**src/rtl/vga_sync_gen.sv**
```systemverilog
// vga_sync_gen: VGA timing generator.
// Walks a pixel raster (h_cnt across a line, v_cnt down the frame) and emits
// registered sync, active-video, coordinate and line/frame strobe signals.
// Every output is a decode of the counter values before the increment, so the
// outputs trail the counters by one enabled cycle. The strobes are one clk wide
// even when en is pulsed at a fraction of the clock rate.
module vga_sync_gen #(
  parameter int H_ACTIVE = 640,
  parameter int H_FP     = 16,
  parameter int H_SYNC   = 96,
  parameter int H_BP     = 48,
  parameter int V_ACTIVE = 480,
  parameter int V_FP     = 10,
  parameter int V_SYNC   = 2,
  parameter int V_BP     = 33,
  parameter bit SYNC_POL = 1'b0,
  parameter int CNT_W    = 10
) (
  input  logic             clk,
  input  logic             reset,
  input  logic             en,
  output logic             hsync,
  output logic             vsync,
  output logic             video_on,
  output logic [CNT_W-1:0] pixel_x,
  output logic [CNT_W-1:0] pixel_y,
  output logic             line_start,
  output logic             frame_start
);

  localparam int H_TOTAL = H_ACTIVE + H_FP + H_SYNC + H_BP;
  localparam int V_TOTAL = V_ACTIVE + V_FP + V_SYNC + V_BP;

  // Decode boundaries, pre-sized to the counter width.
  localparam logic [CNT_W-1:0] H_LAST     = CNT_W'(H_TOTAL - 1);
  localparam logic [CNT_W-1:0] V_LAST     = CNT_W'(V_TOTAL - 1);
  localparam logic [CNT_W-1:0] H_ACT_END  = CNT_W'(H_ACTIVE);
  localparam logic [CNT_W-1:0] V_ACT_END  = CNT_W'(V_ACTIVE);
  localparam logic [CNT_W-1:0] H_SYNC_BEG = CNT_W'(H_ACTIVE + H_FP);
  localparam logic [CNT_W-1:0] H_SYNC_END = CNT_W'(H_ACTIVE + H_FP + H_SYNC);
  localparam logic [CNT_W-1:0] V_SYNC_BEG = CNT_W'(V_ACTIVE + V_FP);
  localparam logic [CNT_W-1:0] V_SYNC_END = CNT_W'(V_ACTIVE + V_FP + V_SYNC);

  localparam logic SYNC_ACT  = SYNC_POL;
  localparam logic SYNC_IDLE = ~SYNC_POL;

  logic [CNT_W-1:0] h_cnt_reg, h_cnt_next;
  logic [CNT_W-1:0] v_cnt_reg, v_cnt_next;

  logic             hsync_reg, hsync_next;
  logic             vsync_reg, vsync_next;
  logic             video_on_reg, video_on_next;
  logic [CNT_W-1:0] pixel_x_reg, pixel_x_next;
  logic [CNT_W-1:0] pixel_y_reg, pixel_y_next;
  logic             line_start_reg, line_start_next;
  logic             frame_start_reg, frame_start_next;

  // Raster advance: h wraps at end of line and carries into v, v wraps at end of frame.
  always_comb begin
    h_cnt_next = h_cnt_reg + 1'b1;
    v_cnt_next = v_cnt_reg;
    if (h_cnt_reg == H_LAST) begin
      h_cnt_next = '0;
      if (v_cnt_reg == V_LAST) begin
        v_cnt_next = '0;
      end else begin
        v_cnt_next = v_cnt_reg + 1'b1;
      end
    end
  end

  // Output decode of the current (pre-increment) raster position.
  always_comb begin
    video_on_next    = (h_cnt_reg < H_ACT_END) && (v_cnt_reg < V_ACT_END);
    hsync_next       = ((h_cnt_reg >= H_SYNC_BEG) && (h_cnt_reg < H_SYNC_END)) ? SYNC_ACT : SYNC_IDLE;
    vsync_next       = ((v_cnt_reg >= V_SYNC_BEG) && (v_cnt_reg < V_SYNC_END)) ? SYNC_ACT : SYNC_IDLE;
    pixel_x_next     = video_on_next ? h_cnt_reg : '0;
    pixel_y_next     = video_on_next ? v_cnt_reg : '0;
    line_start_next  = (h_cnt_reg == '0);
    frame_start_next = (h_cnt_reg == '0) && (v_cnt_reg == '0);
  end

  // Raster counters, advanced only on pixel-enable edges.
  always_ff @(posedge clk or posedge reset) begin
    if (reset) begin
      h_cnt_reg <= '0;
      v_cnt_reg <= '0;
    end else if (en) begin
      h_cnt_reg <= h_cnt_next;
      v_cnt_reg <= v_cnt_next;
    end
  end

  // Registered outputs: levels hold while en is low, strobes drop after one clk.
  always_ff @(posedge clk or posedge reset) begin
    if (reset) begin
      hsync_reg       <= SYNC_IDLE;
      vsync_reg       <= SYNC_IDLE;
      video_on_reg    <= 1'b0;
      pixel_x_reg     <= '0;
      pixel_y_reg     <= '0;
      line_start_reg  <= 1'b0;
      frame_start_reg <= 1'b0;
    end else if (en) begin
      hsync_reg       <= hsync_next;
      vsync_reg       <= vsync_next;
      video_on_reg    <= video_on_next;
      pixel_x_reg     <= pixel_x_next;
      pixel_y_reg     <= pixel_y_next;
      line_start_reg  <= line_start_next;
      frame_start_reg <= frame_start_next;
    end else begin
      line_start_reg  <= 1'b0;
      frame_start_reg <= 1'b0;
    end
  end

  assign hsync       = hsync_reg;
  assign vsync       = vsync_reg;
  assign video_on    = video_on_reg;
  assign pixel_x     = pixel_x_reg;
  assign pixel_y     = pixel_y_reg;
  assign line_start  = line_start_reg;
  assign frame_start = frame_start_reg;

endmodule

```
**config.mk**
```make
export PLATFORM = sky130hd
export DESIGN_NAME = vga_sync_gen
export DESIGN_NICKNAME = d
export VERILOG_FILES = /design/src/rtl/vga_sync_gen.sv
export SDC_FILE = /design/constraint.sdc
export NUM_CORES = 1
export LEC_CHECK = 0
export BUFFER_PORTS_ARGS = -buffer_cell sky130_fd_sc_hd__buf_4
export CAP_MARGIN = 5
export CORE_MARGIN = 2
export CORE_UTILIZATION = 55
export CTS_CLUSTER_SIZE = 25
export DETAILED_ROUTE_END_ITERATION = 10
export GPL_TIMING_DRIVEN = 0
export PLACE_DENSITY = 0.83
export SYNTH_ARGS = -nofsm -noshare
export SYNTH_HDL_FRONTEND = slang
export SYNTH_SLANG_ARGS = --single-unit
```
**constraint.sdc**
```tcl
create_clock -name clk -period 3.74 [get_ports clk]
set_input_delay 0.187 -clock clk [delete_from_list [all_inputs] [get_ports clk]]
set_output_delay 0.187 -clock clk [all_outputs]
set_load 0.01 [all_outputs]
```
======== After elaboration in Yosys (flattened, before gate mapping) ========
Cells that the tools add are included.
storage, ports and cells
  register bits ........................... 45
  bits of input ports ..................... 3
  output and inout port bits .............. 25
operators by class
  add/sub/neg operators ................... 2
  $lt $le $gt $ge ......................... 6
  equality and inequality tests ........... 2
  muxes and demuxes ....................... 8
  reductions and logical operators ........ 7
operator list
  kind                   count
  $mux 10                4
  $add 10x1->10 const B  2
  $eq 10x10->1 const B   2
  $logic_not 10->1       2
  $lt 10x10->1 const B   2
  $lt 10x9->1 const B    2
  $ge 10x10->1 const B   1
  $ge 10x9->1 const B    1
  $logic_and 1x1->1      4
  $mux 1                 4
  $reduce_and 2->1       1

======== Longest topological paths before layout ========
Gate-level depths: netlist of the first run.
  depth after elaboration ................. 3
  gate-level depth with buffers ........... 6
  depth with buffers taken out ............ 6

======== Worst setup path after synthesis of the first run ========
No wires, ideal clock.
  path type ............................... register to register
  start ................................... register h_cnt_reg[5]
  end ..................................... register v_cnt_reg[7]
  arrival ................................. 1.369 ns
  data required time ...................... 3.661 ns
  slack ................................... 2.292 ns
  stages on the path, launching flop included .. 6
  buffers on the path ..................... 1
  period minus slack after synthesis ...... 1.448 ns
  path through ............................ dfrtp_1 buf_6 nor4b_4 and4_4 and4_1 xor2_1
on the way
  longest elaborated chain between the ends .. 2
RTL lines
  item                        RTL line  source
  start, declared             47        logic [CNT_W-1:0] h_cnt_reg, h_cnt_next;
  start signal, assigned      89        h_cnt_reg <= h_cnt_next;
  $eq 10x10->1                62        if (h_cnt_reg == H_LAST) begin
  $reduce_and 2->1 (no line)  --
  end signal, assigned        90        v_cnt_reg <= v_cnt_next;
  end, declared               48        logic [CNT_W-1:0] v_cnt_reg, v_cnt_next;
Every way passes these cells.
A chain may end at the register's enable or synchronous reset.

======== Worst setup path in the final report of the first run ========
  start ................................... register h_cnt_reg[0]
  end ..................................... register v_cnt_reg[3]
The elaborated chain is that of the path after synthesis.

==> impl_results.md, run 1 <==
* Worst-case reg-to-reg path depth at 5
* Mux contribution to synthesized area at 1.45%
* DRT Wirelength at 4060 um
* Max Buffers Root-to-Sink at 2
* Final setup skew at 0.00500 ns
* Met3 usage at 5.82%
* Minimum clock period at 1.76 ns
* Netlist cell types at 39
* Post-CTS Hold Buffers at 0
* CP Class: register to register
* Dpl cell area at 2340 um^2
* RR Startpoint: h_cnt_reg[0]
* Placer Congestion at 0.792
* TritonCTS clock tree: built
* Final worst setup slack at 1.98 ns
* Synth Cell Area at 2080 um^2
* Critical path fanouts, max at 8
* Core Area at 3630 um^2
* Pleak at 1.18 nW
* Fmax at 567 MHz
* CTS root buffer: clkbuf_8
* I/O Pins at 28
* Via density at 5.70
* Synth Area in Compound Gates at 13.7%
* FF-to-FF setup slack at 1.98 ns
* Port Buf Inserts at 27
* Largest net degree at the start of global routing at 46
* Final hold violations at 0
* First-pass DRT Iterations at 4
* Number of global-route vias before repair at 1393
* Via count at 1521
* Post-synthesis net count at 191
* Mean Syn Cell Area at 11.3 um^2
* Unrepaired setup endpoints after global routing: false
* Layout cells sized above 1 at 23.7%
* Commonest cells after routing, fill and taps aside: dfrtp_1, buf_4, a22o_1, nand2_1, nor2_1
* Max-slew headroom at 39.7%
* Share of the synthesized area in the top cell type at 51.8%
* Met2 global-route usage at 31.1%
* Fin nets at 225
* Postcts setup bufs at 0
* Final Slew Violations at 0
* Total negative slack at 0 ns
* Worst-Margin Slew at 0.902 ns
* #FFs+latches synth at 45
* Clk_lat worst skew at 0.30 ns
* DRC viols at 0
* Routed len/inst at 15.2 um
* Seq/Total Area, Yosys at 54.3%
* Sequential cell area at 1130 um^2
* Grt peak-use layer: met2
* Largest cells by area after synthesis: dfrtp_1, a22o_1, xnor2_1, dfstp_2, ha_1
* CTS buffer count at 5
* Crit path capture type: register
* XOR/XNOR share of the synthesized area at 4.64%
* Clk pin slew, worst setup/hold paths at 0.08 ns
* Synth Instances at 184
* Die footprint at 4280 um^2
* Final instance area at 2430 um^2
* Starting Density at 57.2%
* Status: complete, no violations
* Diode count at 0
* FF-to-FF End: v_cnt_reg[3]
* Ys Warns at 0
* Placed instance count at 259
* Main combinational cell family by area after synthesis: simple AND/OR/NAND/NOR gates
* Area used by multi-input combinational logic at 827 um^2
* Endpoints failing setup at 0
* Clock sink count at 45
* Detailed Place HPWL at 2820 um
* GRT overflow at 0
* Critical Path AT at 1.94 ns
* Power density over the cells at 488 nW/um^2
* Row count at 22
* Post-synthesis simple-gate area fraction at 17.7%
* Initial antenna violation count at 0
* Global Route Usage Sum at 21.2%
* Resize count post-CTS at 0
* Drt first-iter violations at 141
* Synthesis-to-finish area growth at 16.8%
* Pre-CTS setup slack at 2.02 ns
* Hold Path Class: input port to async pin
* Chip Height at 65.5 um
* Adder-cell share of the synthesized area at 2.41%
* Yosys top cell by area: dfrtp_1
* CP required at 3.91 ns
* Pwr Total at 1.18 mW
* Fill count at 303
* Max-cap violation count at 0
* H-tree depth at 2
* GR Util met1 at 30.6%
* Routed Antenna Nets at 0
* Maximum vdd drop at 0.000249 V
* Hold Worst Slack at 0.0927 ns
* Final cell count without fillers at 267
* Most common cell after layout, fill and taps aside: dfrtp_1
* CP startpoint kind: register
* Die width at 65.5 um
* Final core utilization at 66.8%
* First-pass GRT wire length at 6870 um
* Final Cycle Share at 47.1%
cells by family (layout without fill, tap and decap cells):
logic type,after synthesis,in the layout
AND/OR/NAND/NOR,62,62
flip-flops,45,45
AO/OA/AOI/OAI,37,37
buffers and inverters,22,57
XOR/XNOR,11,11
adder cells (fa/ha/maj),4,4
multiplexers,3,3
layer usage:
| layer | wire (um) | up-vias |
|---|---|---|
| met3 | 178 | 4 |
| met5 | 0 | - |
| met1 | 1990 | 737 |
| met4 | 37 | 0 |
| li1 | - | 737 |
| met2 | 1860 | 43 |
worst max-delay path by stage:
stage                            start           end  slack, ns  depth (start not counted)
after floorplan           h_cnt_reg[5]  v_cnt_reg[7]       2.29                          5
after global placement           reset  h_cnt_reg[0]       2.00                          2
after detailed placement  h_cnt_reg[0]  v_cnt_reg[3]       2.02                          4
after CTS                 h_cnt_reg[0]  v_cnt_reg[3]       2.00                          4
after global routing      h_cnt_reg[0]  v_cnt_reg[3]       1.85                          5
final                     h_cnt_reg[0]  v_cnt_reg[3]       1.98                          5
final cells by class:
type | count | share of cell area, %
clock inverter | 3 | 0.722
timing repair buffer | 27 | 8.35
tap | 48 | 2.48
buffer | 15 | 3.92
sequential | 45 | 46.5
inverter | 7 | 1.08
multi-input combinational | 117 | 34.1
clock buffer | 5 | 2.84
where the power goes:
part	internal [mW]	total [mW]	switching (mW)	leakage (nW)
Sequential	0.554	0.625	0.0709	0.581
Combinational	0.133	0.269	0.136	0.554
Clock	0.129	0.290	0.162	0.0439
synthesized netlist by cell type (all sizes together):
cell type  number
nor2           11
nand2b          1
dfstp           2
nand2          13
nor2b           3
nor3            4
inv             7
a41oi           1
a22oi           1
a32oi           1
nor4b           2
xnor2           7
o21ai           6
dfrtp          43
clkbuf          4
nand3           5
nor4            3
nand4           8
o211ai          2
a21o            1
a22o           19
a31oi           1
and4            6
o41ai           1
xor2            4
a21oi           2
o31ai           2
and4b           1
ha              4
mux2i           3
and3            5
buf            11
worst max-delay path: stages, from the launching register on:
cell	delay [ns]
dfrtp_1	0.48
ha_1	0.19
clkbuf_1	0.29
nand4_1	0.26
o31ai_1	0.30
o41ai_1	0.12
Note: power is estimated with default switching activity, not from simulation.
==> run 2: changes to the inputs <==
CORE_UTILIZATION = 51   (was 55)
PLACE_DENSITY = 0.81   (was 0.83)
clock period = 1.4 ns   (was 3.74 ns; I/O delays follow)
==> run 2 against run 1 <==
Compared with the run above: the flow now finishes with violations (hold timing, setup timing); global-route usage fell by 0.052 points; count of clock-buffer cells in the layout increased by 1; fmax grew 8.9%; worst setup slack worse by 2.2 ns; largest cell class unchanged; largest power group unchanged.
==> impl_results.md, run 2 (synthesis results as in run 1) <==
* Placer Congestion at 0.941 (+19%)
* Final setup skew at 0.00397 ns (-0.00103 ns)
* Worst path slowest cell: dfrtp_1
* CTS buffer count at 5 (unchanged)
* Die width at 67.8 um (+3.6%)
* Final Slew Violations at 0 (unchanged)
* Max-slew headroom at 38.9% (-0.82 points)
* Starting Density at 52.3% (-4.9 points)
* Crit path cell chain: buf_6 -> nor4b_4 -> nand4_1 -> o31ai_1 -> o21ai_1
* Detailed Place HPWL at 3030 um (+7.7%)
* Crit path to: v_cnt_reg[9]
* Net switching power at 1.09 mW (+200%)
* Chip Height at 67.8 um (+3.6%)
* Clk_lat worst skew at 0.30 ns (about the same)
* FF-to-FF End: v_cnt_reg[9]
* Max-cap violation count at 0 (unchanged)
* Final cell count without fillers at 282 (+5.6%)
* Fmax at 618 MHz (+8.9%)
* Violated checks: hold timing, setup timing
* Max incr delay on CP at 0.38 ns (-0.10 ns)
* Final Cycle Share at 116% (+68 points)
* Sequential share of power at 43.7% (-9.1 points)
* Hold Path Class: input port to async pin
* Number of global-route vias before repair at 1475 (+5.9%)
* Placed instance count at 261 (+0.77%)
* Die footprint at 4600 um^2 (+7.4%)
* Drt first-iter violations at 190 (+35%)
* Clk pwr share at 28.0% (+3.5 points)
* I/O Pins at 28 (unchanged)
* Initial antenna violation count at 0 (unchanged)
* Status: complete, but fails checks
* Via density at 5.87 (+3.1%)
* Fin nets at 238 (+5.8%)
* CP Launch Point: h_cnt_reg[5]
* Worst-case reg-to-reg path depth at 5 (unchanged)
* Final hold violations at 43 (+43)
* Clk pin slew, worst setup/hold paths at 0.09 ns (about the same)
* Sequential cell area at 1140 um^2 (+0.89%)
* Clock sink count at 45 (unchanged)
* Minimum clock period at 1.62 ns (-0.145 ns)
* Critical path fanouts, max at 5 (-3)
* Max Buffers Root-to-Sink at 2 (unchanged)
* Int Pwr at 2.60 mW (+220%)
* Pleak at 1.30 nW (+10%)
* Comb power frac at 28.3% (+5.6 points)
* Worst-Margin Slew at 0.915 ns (+0.0123 ns)
* Commonest cells after routing, fill and taps aside: buf_4, dfrtp_1, a22o_1, nand2_1
* Endpoints failing setup at 30 (+30)
* Most common cell after layout, fill and taps aside: buf_4
* First-pass DRT Iterations at 4 (unchanged)
* Crit path capture type: register
* DRT Wirelength at 4870 um (+20%)
* Net Sw Frac at 29.6% (-1.5 points)
* Critical Path AT at 1.79 ns (-0.15 ns)
* Power density over the cells at 1370 nW/um^2 (+180%)
* Port Buf Inserts at 27 (unchanged)
* RR Startpoint: h_cnt_reg[5]
* Routed len/inst at 17.3 um (+13%)
* Layout cells sized above 1 at 41.4% (+18 points)
* Row count at 23 (+4.5%)
* CP required at 1.57 ns (-2.34 ns)
* CP startpoint kind: register
* Core Area at 3970 um^2 (+9.3%)
* Largest net degree at the start of global routing at 46 (unchanged)
* Diode count at 0 (unchanged)
* TritonCTS clock tree: built
* CTS root buffer: clkbuf_8
* Maximum vdd drop at 0.000566 V (+130%)
* Hold Worst Slack at -0.0191 ns (-0.112 ns)
* Synthesis-to-finish area growth at 30.2%
* Unrepaired setup endpoints after global routing: true
* FF-to-FF setup slack at -0.22 ns (-2.20 ns)
* Global Route Usage Sum at 21.2% (-0.052 points)
* DRC viols at 0 (unchanged)
* Routed Antenna Nets at 0 (unchanged)
* Fill count at 264 (-13%)
* Final worst setup slack at -0.218 ns (-2.20 ns)
* H-tree depth at 2 (unchanged)
* First-pass GRT wire length at 7190 um (+4.7%)
* GRT overflow at 0 (unchanged)
* CP Class: register to register
* Area used by multi-input combinational logic at 936 um^2 (+13%)
* Pwr Total at 3.69 mW (+210%)
* Via count at 1656 (+8.9%)
## run 2: changes by cell type in the layout (fill, tap and decap cells not counted), sizes merged
cell,delta
buf,+13
clkbuf,+1
clkinv,-2
bufinv,+1
## run 2: cell type report
| type | count | share of cell area [%] |
|---|---|---|
| Buffer | 13 | 3.61 |
| Timing Repair Buffer | 42 | 11.9 |
| Inverter | 7 | 0.972 |
| Tap cell | 50 | 2.31 |
| Clock buffer | 6 | 3.05 |
| Clock inverter | 2 | 1.39 |
| Multi-Input combinational cell | 117 | 34.6 |
| Sequential cell | 45 | 42.1 |
## run 2: worst max-delay path, delay by kind of cell (launching register included)
kind	cells	cell delay [ns]
AND/OR/NAND/NOR	2	0.57
AO/OA/AOI/OAI	2	0.43
flip-flops	1	0.38
buffers and inverters	1	0.12
## run 2: power groups by stage
| stage | clock (mW) | combinational, mW | sequential, mW |
|---|---|---|---|
| after global placement | 0 | 0.702 | 1.68 |
| after detailed placement | 0 | 0.737 | 1.69 |
| after global routing | 1.11 | 1.14 | 1.64 |
| final | 1.04 | 1.04 | 1.61 |
| after CTS | 1.03 | 0.990 | 1.60 |
| after floorplan | 0 | 0.459 | 1.69 |
## run 2: repair_timing
item                       CTS  global route
setup buffers               11             5
gates resized for setup     11            30
hold buffers                 0             0
pin swaps                    9            12
setup endpoints to repair   36            36
## run 2: worst min path at each step
stage | to | from | cells after the start
after CTS | pixel_y[6] | reset | 2
final | frame_start | reset | 2
after global placement | h_cnt_reg[3] | en | 4
after global routing | pixel_y[6] | reset | 2
after floorplan | h_cnt_reg[3] | en | 3
after detailed placement | pixel_y[6] | reset | 2
## run 2: layer usage
layer  vias up  routed length (um)  track usage (%)
met5         -                   0                0
met4         0                 101             7.75
met3        12                 291             3.45
met2        76                2330             33.8
met1       805                2140             29.1
li1        763                   -                -
## run 2: stage by stage
| stage | cell area [um^2] | utilization, % | TNS (ns) | setup slack, ns |
|---|---|---|---|---|
| finish | 2700 | 68.1 | -3.16 | -0.218 |
| global route | 2700 | 68.1 | -4.58 | -0.241 |
| CTS | 2580 | 64.9 | -3.25 | -0.198 |
| detailed placement | 2350 | 59.1 | -5.03 | -0.349 |
| global placement | 2350 | 59.1 | -14.35 | -0.301 |
| floorplan | 2080 | - | -0.165 | -0.0449 |
